**config.mk**
```make
export PLATFORM = sky130hd
export DESIGN_NAME = pu_mem_rd_sched_flat
export DESIGN_NICKNAME = d
export VERILOG_FILES = /design/src/rtl/pu_mem_rd_sched_if.sv /design/src/rtl/pu_mem_rd_sched.sv /design/src/flat_wrapper.sv
export SDC_FILE = /design/constraint.sdc
export NUM_CORES = 2
export LEC_CHECK = 0
export ABC_CLOCK_PERIOD_IN_PS = 6940
export CAP_MARGIN = 20
export CORE_AREA = 8 8 402 404
export DETAILED_ROUTE_END_ITERATION = 10
export DIE_AREA = 0 0 410 412
export PLACE_DENSITY = 0.6
export SETUP_SLACK_MARGIN = 0.2
export SYNTH_ARGS = -nofsm -noshare
export SYNTH_HDL_FRONTEND = slang
export SYNTH_SLANG_ARGS = --single-unit
```
**constraint.sdc**
```tcl
create_clock -name clk_i -period 6.94 [get_ports clk_i]
set_input_delay 1.388 -clock clk_i [delete_from_list [all_inputs] [get_ports clk_i]]
set_output_delay 1.388 -clock clk_i [all_outputs]
set_load 0.02 [all_outputs]
```
**src/rtl/pu_mem_rd_sched_if.sv**
```systemverilog
// Requester/memory bus of the PU memory read scheduler.
// The scheduler takes the slave view; requesters and memory drive the master view.
interface pu_mem_rd_sched_if #(
    parameter int NUM_REQ    = 20,
    parameter int ADDR_NBITS = 16,
    parameter int DATA_NBITS = 32
);
    logic [NUM_REQ-1:0]                 req;
    logic [NUM_REQ-1:0][ADDR_NBITS-1:0] req_addr;
    logic                               mem_rd;
    logic [ADDR_NBITS-1:0]              mem_raddr;
    logic                               mem_ack;
    logic [DATA_NBITS-1:0]              mem_rdata;
    logic [NUM_REQ-1:0]                 rsp;
    logic [NUM_REQ-1:0][DATA_NBITS-1:0] rsp_data;
    logic                               err;

    modport master (
        output req, req_addr, mem_ack, mem_rdata,
        input  mem_rd, mem_raddr, rsp, rsp_data, err
    );

    modport slave (
        input  req, req_addr, mem_ack, mem_rdata,
        output mem_rd, mem_raddr, rsp, rsp_data, err
    );
endinterface

```
**src/rtl/pu_mem_rd_sched.sv**
```systemverilog
// Shares one in-order memory read port among NUM_REQ requesters: round-robin grant,
// bounded reads in flight, and a tag FIFO that routes each returning word to its owner.
module pu_mem_rd_sched #(
    parameter int NUM_REQ    = 20,
    parameter int ADDR_NBITS = 16,
    parameter int DATA_NBITS = 32,
    parameter int MAX_OUTST  = 4
) (
    input logic               clk_i,
    input logic               rst_i,
    pu_mem_rd_sched_if.slave  bus_if
);
    localparam int LG_W  = (NUM_REQ > 1) ? $clog2(NUM_REQ) : 1;
    localparam int PTR_W = $clog2(MAX_OUTST);
    localparam int CNT_W = PTR_W + 1;
    localparam logic [CNT_W-1:0] CNT_MAX = CNT_W'(MAX_OUTST);

    typedef enum logic [1:0] {
        ST_IDLE   = 2'd0,
        ST_WAIT   = 2'd1,
        ST_ISSUED = 2'd2
    } req_state_e;

    req_state_e                         state_q [NUM_REQ];
    req_state_e                         state_d [NUM_REQ];
    logic [NUM_REQ-1:0][ADDR_NBITS-1:0] addr_q, addr_d;
    logic [LG_W-1:0]                    last_grant_q, last_grant_d;
    logic [CNT_W-1:0]                   cnt_q, cnt_d;
    logic [MAX_OUTST-1:0][LG_W-1:0]     tag_q, tag_d;
    logic [PTR_W-1:0]                   wr_ptr_q, wr_ptr_d, rd_ptr_q, rd_ptr_d;
    logic                               mem_rd_q, mem_rd_d;
    logic [ADDR_NBITS-1:0]              mem_raddr_q, mem_raddr_d;
    logic [NUM_REQ-1:0]                 rsp_q, rsp_d;
    logic [NUM_REQ-1:0][DATA_NBITS-1:0] rsp_data_q, rsp_data_d;
    logic                               err_q, err_d;

    logic                               gnt_s, pop_s;
    logic [LG_W-1:0]                    gnt_idx_s, pop_tag_s;
    logic [NUM_REQ-1:0]                 busy_s;

    function automatic logic [LG_W-1:0] rr_idx(input logic [LG_W-1:0] last, input int k);
        int s;
        s = int'(last) + k;
        if (s >= NUM_REQ) begin
            s = s - NUM_REQ;
        end else begin
            s = s;
        end
        return LG_W'(s);
    endfunction

    // Round-robin arbiter over waiting requesters, gated by the pre-pop in-flight count.
    always_comb begin
        gnt_s     = 1'b0;
        gnt_idx_s = '0;
        for (int i = 0; i < NUM_REQ; i++) begin
            busy_s[i] = (state_q[i] != ST_IDLE);
        end
        if (cnt_q < CNT_MAX) begin
            for (int k = 1; k <= NUM_REQ; k++) begin
                if (!gnt_s && (state_q[rr_idx(last_grant_q, k)] == ST_WAIT)) begin
                    gnt_s     = 1'b1;
                    gnt_idx_s = rr_idx(last_grant_q, k);
                end else begin
                    gnt_s     = gnt_s;
                end
            end
        end else begin
            gnt_s = 1'b0;
        end
    end

    // Next-state: requester states, tag FIFO, in-flight count and registered outputs.
    always_comb begin
        pop_s        = bus_if.mem_ack && (cnt_q != '0);
        pop_tag_s    = tag_q[rd_ptr_q];
        state_d      = state_q;
        addr_d       = addr_q;
        last_grant_d = last_grant_q;
        tag_d        = tag_q;
        wr_ptr_d     = wr_ptr_q;
        rd_ptr_d     = rd_ptr_q;
        mem_rd_d     = gnt_s;
        mem_raddr_d  = '0;
        rsp_d        = '0;
        rsp_data_d   = '0;
        // A request to a busy requester or an ack with nothing in flight is a protocol error.
        err_d        = err_q | (|(bus_if.req & busy_s)) | (bus_if.mem_ack & ~pop_s);

        for (int i = 0; i < NUM_REQ; i++) begin
            if (pop_s && (pop_tag_s == LG_W'(i))) begin
                state_d[i] = ST_IDLE;
            end else if (gnt_s && (gnt_idx_s == LG_W'(i))) begin
                state_d[i] = ST_ISSUED;
            end else if (bus_if.req[i] && (state_q[i] == ST_IDLE)) begin
                state_d[i] = ST_WAIT;
                addr_d[i]  = bus_if.req_addr[i];
            end else begin
                state_d[i] = state_q[i];
            end
        end

        if (gnt_s) begin
            mem_raddr_d      = addr_q[gnt_idx_s];
            last_grant_d     = gnt_idx_s;
            tag_d[wr_ptr_q]  = gnt_idx_s;
            wr_ptr_d         = wr_ptr_q + PTR_W'(1'b1);
        end else begin
            mem_raddr_d      = '0;
        end

        if (pop_s) begin
            rd_ptr_d              = rd_ptr_q + PTR_W'(1'b1);
            rsp_d[pop_tag_s]      = 1'b1;
            rsp_data_d[pop_tag_s] = bus_if.mem_rdata;
        end else begin
            rd_ptr_d              = rd_ptr_q;
        end

        case ({gnt_s, pop_s})
            2'b10:   cnt_d = cnt_q + CNT_W'(1'b1);
            2'b01:   cnt_d = cnt_q - CNT_W'(1'b1);
            default: cnt_d = cnt_q;
        endcase
    end

    // State register with synchronous reset; requester 0 has first priority afterwards.
    always_ff @(posedge clk_i) begin
        if (rst_i) begin
            state_q      <= '{default: ST_IDLE};
            addr_q       <= '0;
            last_grant_q <= LG_W'(NUM_REQ - 1);
            cnt_q        <= '0;
            tag_q        <= '0;
            wr_ptr_q     <= '0;
            rd_ptr_q     <= '0;
            mem_rd_q     <= 1'b0;
            mem_raddr_q  <= '0;
            rsp_q        <= '0;
            rsp_data_q   <= '0;
            err_q        <= 1'b0;
        end else begin
            state_q      <= state_d;
            addr_q       <= addr_d;
            last_grant_q <= last_grant_d;
            cnt_q        <= cnt_d;
            tag_q        <= tag_d;
            wr_ptr_q     <= wr_ptr_d;
            rd_ptr_q     <= rd_ptr_d;
            mem_rd_q     <= mem_rd_d;
            mem_raddr_q  <= mem_raddr_d;
            rsp_q        <= rsp_d;
            rsp_data_q   <= rsp_data_d;
            err_q        <= err_d;
        end
    end

    assign bus_if.mem_rd    = mem_rd_q;
    assign bus_if.mem_raddr = mem_raddr_q;
    assign bus_if.rsp       = rsp_q;
    assign bus_if.rsp_data  = rsp_data_q;
    assign bus_if.err       = err_q;
endmodule

```
**src/flat_wrapper.sv**
```systemverilog
// flat-port wrapper written by rule: the top's interface ports become plain ports
module pu_mem_rd_sched_flat 
#(
    parameter int NUM_REQ    = 20,
    parameter int ADDR_NBITS = 16,
    parameter int DATA_NBITS = 32,
    parameter int MAX_OUTST  = 4
)
  (clk_i, rst_i, bus_if_req, bus_if_req_addr, bus_if_mem_ack, bus_if_mem_rdata, bus_if_mem_rd, bus_if_mem_raddr, bus_if_rsp, bus_if_rsp_data, bus_if_err);
  pu_mem_rd_sched_if #(.NUM_REQ(NUM_REQ), .ADDR_NBITS(ADDR_NBITS), .DATA_NBITS(DATA_NBITS)) bus_if_i ();
  input logic clk_i;
  input logic rst_i;
  input wire logic [$bits(bus_if_i.req)-1:0] bus_if_req;
  input wire logic [$bits(bus_if_i.req_addr)-1:0] bus_if_req_addr;
  input wire logic [$bits(bus_if_i.mem_ack)-1:0] bus_if_mem_ack;
  input wire logic [$bits(bus_if_i.mem_rdata)-1:0] bus_if_mem_rdata;
  output wire logic [$bits(bus_if_i.mem_rd)-1:0] bus_if_mem_rd;
  output wire logic [$bits(bus_if_i.mem_raddr)-1:0] bus_if_mem_raddr;
  output wire logic [$bits(bus_if_i.rsp)-1:0] bus_if_rsp;
  output wire logic [$bits(bus_if_i.rsp_data)-1:0] bus_if_rsp_data;
  output wire logic [$bits(bus_if_i.err)-1:0] bus_if_err;
  assign bus_if_i.req = bus_if_req;
  assign bus_if_i.req_addr = bus_if_req_addr;
  assign bus_if_i.mem_ack = bus_if_mem_ack;
  assign bus_if_i.mem_rdata = bus_if_mem_rdata;
  assign bus_if_mem_rd = bus_if_i.mem_rd;
  assign bus_if_mem_raddr = bus_if_i.mem_raddr;
  assign bus_if_rsp = bus_if_i.rsp;
  assign bus_if_rsp_data = bus_if_i.rsp_data;
  assign bus_if_err = bus_if_i.err;
  pu_mem_rd_sched #(.NUM_REQ(NUM_REQ), .ADDR_NBITS(ADDR_NBITS), .DATA_NBITS(DATA_NBITS), .MAX_OUTST(MAX_OUTST)) u_core (.clk_i(clk_i), .rst_i(rst_i), .bus_if(bus_if_i));
endmodule
```
==> summary.txt <==
outcome -> finished clean
Ports -> 1,053
Synth Warn # -> 0
adder-cell share of the synthesized area -> 1.622%
Pwr Total -> 38.09 mW
placed cell count -> 6,993
post-synthesis register bit count -> 1,070
CP dominant cell by count -> mux2i_1
CTS Buf Count -> 112
Vert. Die Dim -> 412 um
Port Buffers -> 1,052
number of fill cells in the layout -> 15,260
fin cells -> 7,211
Post-Syn Area -> 41,820 um2
top_reg_cell synth -> dfxtp_1
CP top delay family -> simple AND/OR/NAND/NOR gates
area share of the largest cell type after synthesis -> 51.22%
CTS Buffer Depth -> 3
Slew headroom -> 21.10%
CTS tree -> built
H-tree depth -> 3
crit end category -> register
grt total ovfl -> 0
EDFF count, synth -> 0
Worst Setup Start Kind -> register
Area growth syn-to-layout -> 41.46%
critical path arrival -> 7.02 ns
antenna violations before repair -> 37
placed inst area -> 55,080 um2
RSZ-0062 raised after global routing -> false
gr usage total -> 21.76%
global-route wire length before repair -> 268.1 mm
f_max -> 0.1554 GHz
DIE AREA -> 168,900 um2
clk_lat worst skew -> 0.72 ns
largest stage delay on the critical path -> 0.60 ns
Synth Area in Simple Gates -> 20.12%
vias in the first global route -> 33,570
ys async rst share -> 0%
CP required -> 7.53 ns
Distinct cells, synth -> 118
DR vias -> 33,930
antenna viol nets, final -> 0
final hold violations -> 0
Syn Inst Count -> 4,026
total of max-cap violations -> 0
Fin Setup TNS -> 0 ns
clock sinks -> 1,070
vias per cell -> 4.705
CTS root buffer -> clkbuf_16
post-synthesis sequential area ratio -> 51.22%
final period utilization -> 92.74%
CP max stage cell -> dfxtp_1
HPWL Detailed -> 151.9 mm
Final Critical Period -> 6.436 ns
largest family of logic cells by synthesized area -> simple AND/OR/NAND/NOR gates
# DRC -> 0
Synth area leader -> dfxtp_1
Slew Viols, Final -> 0
Clock Skew -> 0.06078 ns
largest net degree at the start of global routing -> 187
Hold WC Path Type -> reg2reg
mean post-synth cell area -> 10.39 um2
# Post-CTS Setup Buffers -> 0
Iter 0 DRT Violations -> 2,549
post-synthesis mux area share -> 14.87%
post-route cell area -> 59,160 um2
first-pass detailed-route iteration total -> 6
DRT Wirelength -> 194.9 mm
Die W -> 410 um
Core ar. -> 155,100 um2
Crit Path Category -> reg2reg
top cells by area, synth -> dfxtp_1 51%, and2_1 9.8%, mux2i_1 9.8%
syn nets -> 4,454
Post-Synth XOR/XNOR Area -> 0.8886%
layout cells sized above 1 -> 10.61%
hold_buf cts -> 0
area of the multi-input gates -> 19,130 um2
clk slew on worst S/H paths -> 0.07 ns
Final setup viols -> 0
Final #Nets -> 5,478
post-synthesis compound-gate area fraction -> 7.830%
routed len/inst -> 27.03 um
# rows -> 145
post-CTS sizing -> 0
Power per Cell Area -> 643.9 nW/um2
peak supply drop -> 1.117 mV
register area -> 21,420 um2
Initial Util -> 26.96%
critical path fanouts, max -> 20
Least-Margin Pin Slew -> 1.180 ns
Bufs and invs on worst path -> 4
leakage power -> 24.14 nW
Final GP Congestion -> 0.9725
ordered cell list for the critical path -> inv_2, ha_1, a21boi_0, xnor2_1, ha_1, a21boi_0, o31ai_2, mux2i_1, nor4_1, or2_2, or4_1, nor4_2, nor2b_1, buf_4, a21oi_2, o21ai_4, buf_12, buf_12, mux2i_1, mux2i_1, o21ai_0, a31oi_1
Yosys cell counts, types with 13 or more instances:
library cell and count:
dfxtp_1 1070, and2_1 658, nor2_1 476, mux2i_1 411, clkbuf_1 237, nand2_1 107
a21oi_1 103, mux4_2 83, o21ai_0 71, nor3_1 67, ha_1 51, nor2b_1 43
inv_1 39, nand2b_1 38, nand3_1 32, xnor2_1 32, a31oi_1 29, buf_2 28
a22oi_1 24, o21a_1 23, o211ai_1 16, and3_1 15, a211oi_1 14, a21boi_0 13
a21o_1 13
stage by stage:
stage                     utilization [%]  hold WS, ns  setup slack, ns
final                               38.14       0.4880           0.5041
after global routing                38.11       0.5109           0.2325
after CTS                           38.07       0.4864           0.4880
after detailed placement            35.51       0.4735           0.5403
after global placement              35.51       0.4599           0.5349
after floorplan                         -       0.4490           0.9656
state kept, by name, summed over array words and instances (netlist names):
signal,count
u_core.rd_ptr_q,2
u_core.addr_q,320
u_core.state_q,40
u_core.bus_if.rsp,20
u_core.bus_if.mem_rd,1
u_core.bus_if.rsp_data,640
u_core.tag_q,20
u_core.cnt_q,3
u_core.last_grant_q,5
u_core.wr_ptr_q,2
u_core.bus_if.mem_raddr,16
u_core.bus_if.err,1
final cells by class:
class                      instances  area share (%)
multi-input combinational       2615           32.33
clock inverter                    46           1.324
sequential                      1070           36.21
timing repair buffer            1199           19.98
clock buffer                     155           5.400
inverter                          52          0.3299
tap                             2058           4.353
antenna                           16         0.06768
worst register-to-register path: cells and delay by family, from the launching register on:
kind	cells	cell delay (ns)
adders and majority gates	2	0.48
xor gates and xnor gates	1	0.20
muxes	3	0.72
buffers and inverters	4	0.74
and+or+nand+nor	5	1.80
AOI/OAI and AO/OA	7	1.75
DFF	1	0.60
placed cells by master (no fill, tap or decap), types with 13 or more instances in the layout:
| master | count |
|---|---|
| nand2b_1 | 38 |
| clkinv_2 | 16 |
| dfxtp_1 | 1070 |
| inv_1 | 39 |
| nand2_1 | 107 |
| mux4_2 | 83 |
| a22oi_1 | 24 |
| nand3_1 | 32 |
| xnor2_1 | 31 |
| clkbuf_1 | 20 |
| ha_1 | 51 |
| a21o_1 | 13 |
| o211ai_1 | 16 |
| a31oi_1 | 29 |
| bufinv_16 | 15 |
| clkdlybuf4s50_1 | 1051 |
| mux2i_1 | 411 |
| nor3_1 | 47 |
| clkbuf_8 | 23 |
| and3_1 | 14 |
| nor3_2 | 24 |
| nor2_1 | 476 |
| clkbuf_16 | 112 |
| diode_2 | 16 |
| buf_12 | 14 |
| nor2b_1 | 43 |
| a211oi_1 | 14 |
| a21oi_1 | 103 |
| and2_1 | 658 |
| o21ai_0 | 71 |
| buf_4 | 132 |
| o21a_1 | 23 |
final timing paths:
kind | startpoint | end | slack [ns] | cells past startpoint
setup / recovery | u_core.last_grant_q[2] | u_core.bus_if.mem_raddr[12] | 0.50 | 22
hold / removal | u_core.tag_q[19] | u_core.tag_q[19] | 0.49 | 2
setup reg to reg | u_core.last_grant_q[2] | u_core.bus_if.mem_raddr[12] | 0.50 | 22
hold reg to reg | u_core.tag_q[19] | u_core.tag_q[19] | 0.49 | 2
cell families (layout without fill, tap and decap cells):
family | Yosys count | after routing
xor+xnor | 39 | 39
compound gates | 459 | 459
fa+ha+maj | 53 | 53
simple gates | 1553 | 1553
other cells | 0 | 16
flops | 1070 | 1070
buf+inv | 341 | 1452
mux | 511 | 511
metal layers:
layer / wire (um) / GRT usage, %
met5: 173 / 0
met2: 94290 / 37.75
met1: 77070 / 25.54
met3: 14890 / 5.820
met4: 8487 / 8.534
power by group:
group	switching (mW)	total, mW	internal (mW)
sequential	0.464	7.16	6.69
clock	2.60	6.39	3.79
combinational	14.4	24.5	10.1
No activity file was read; power rests on OpenSTA's default activity.
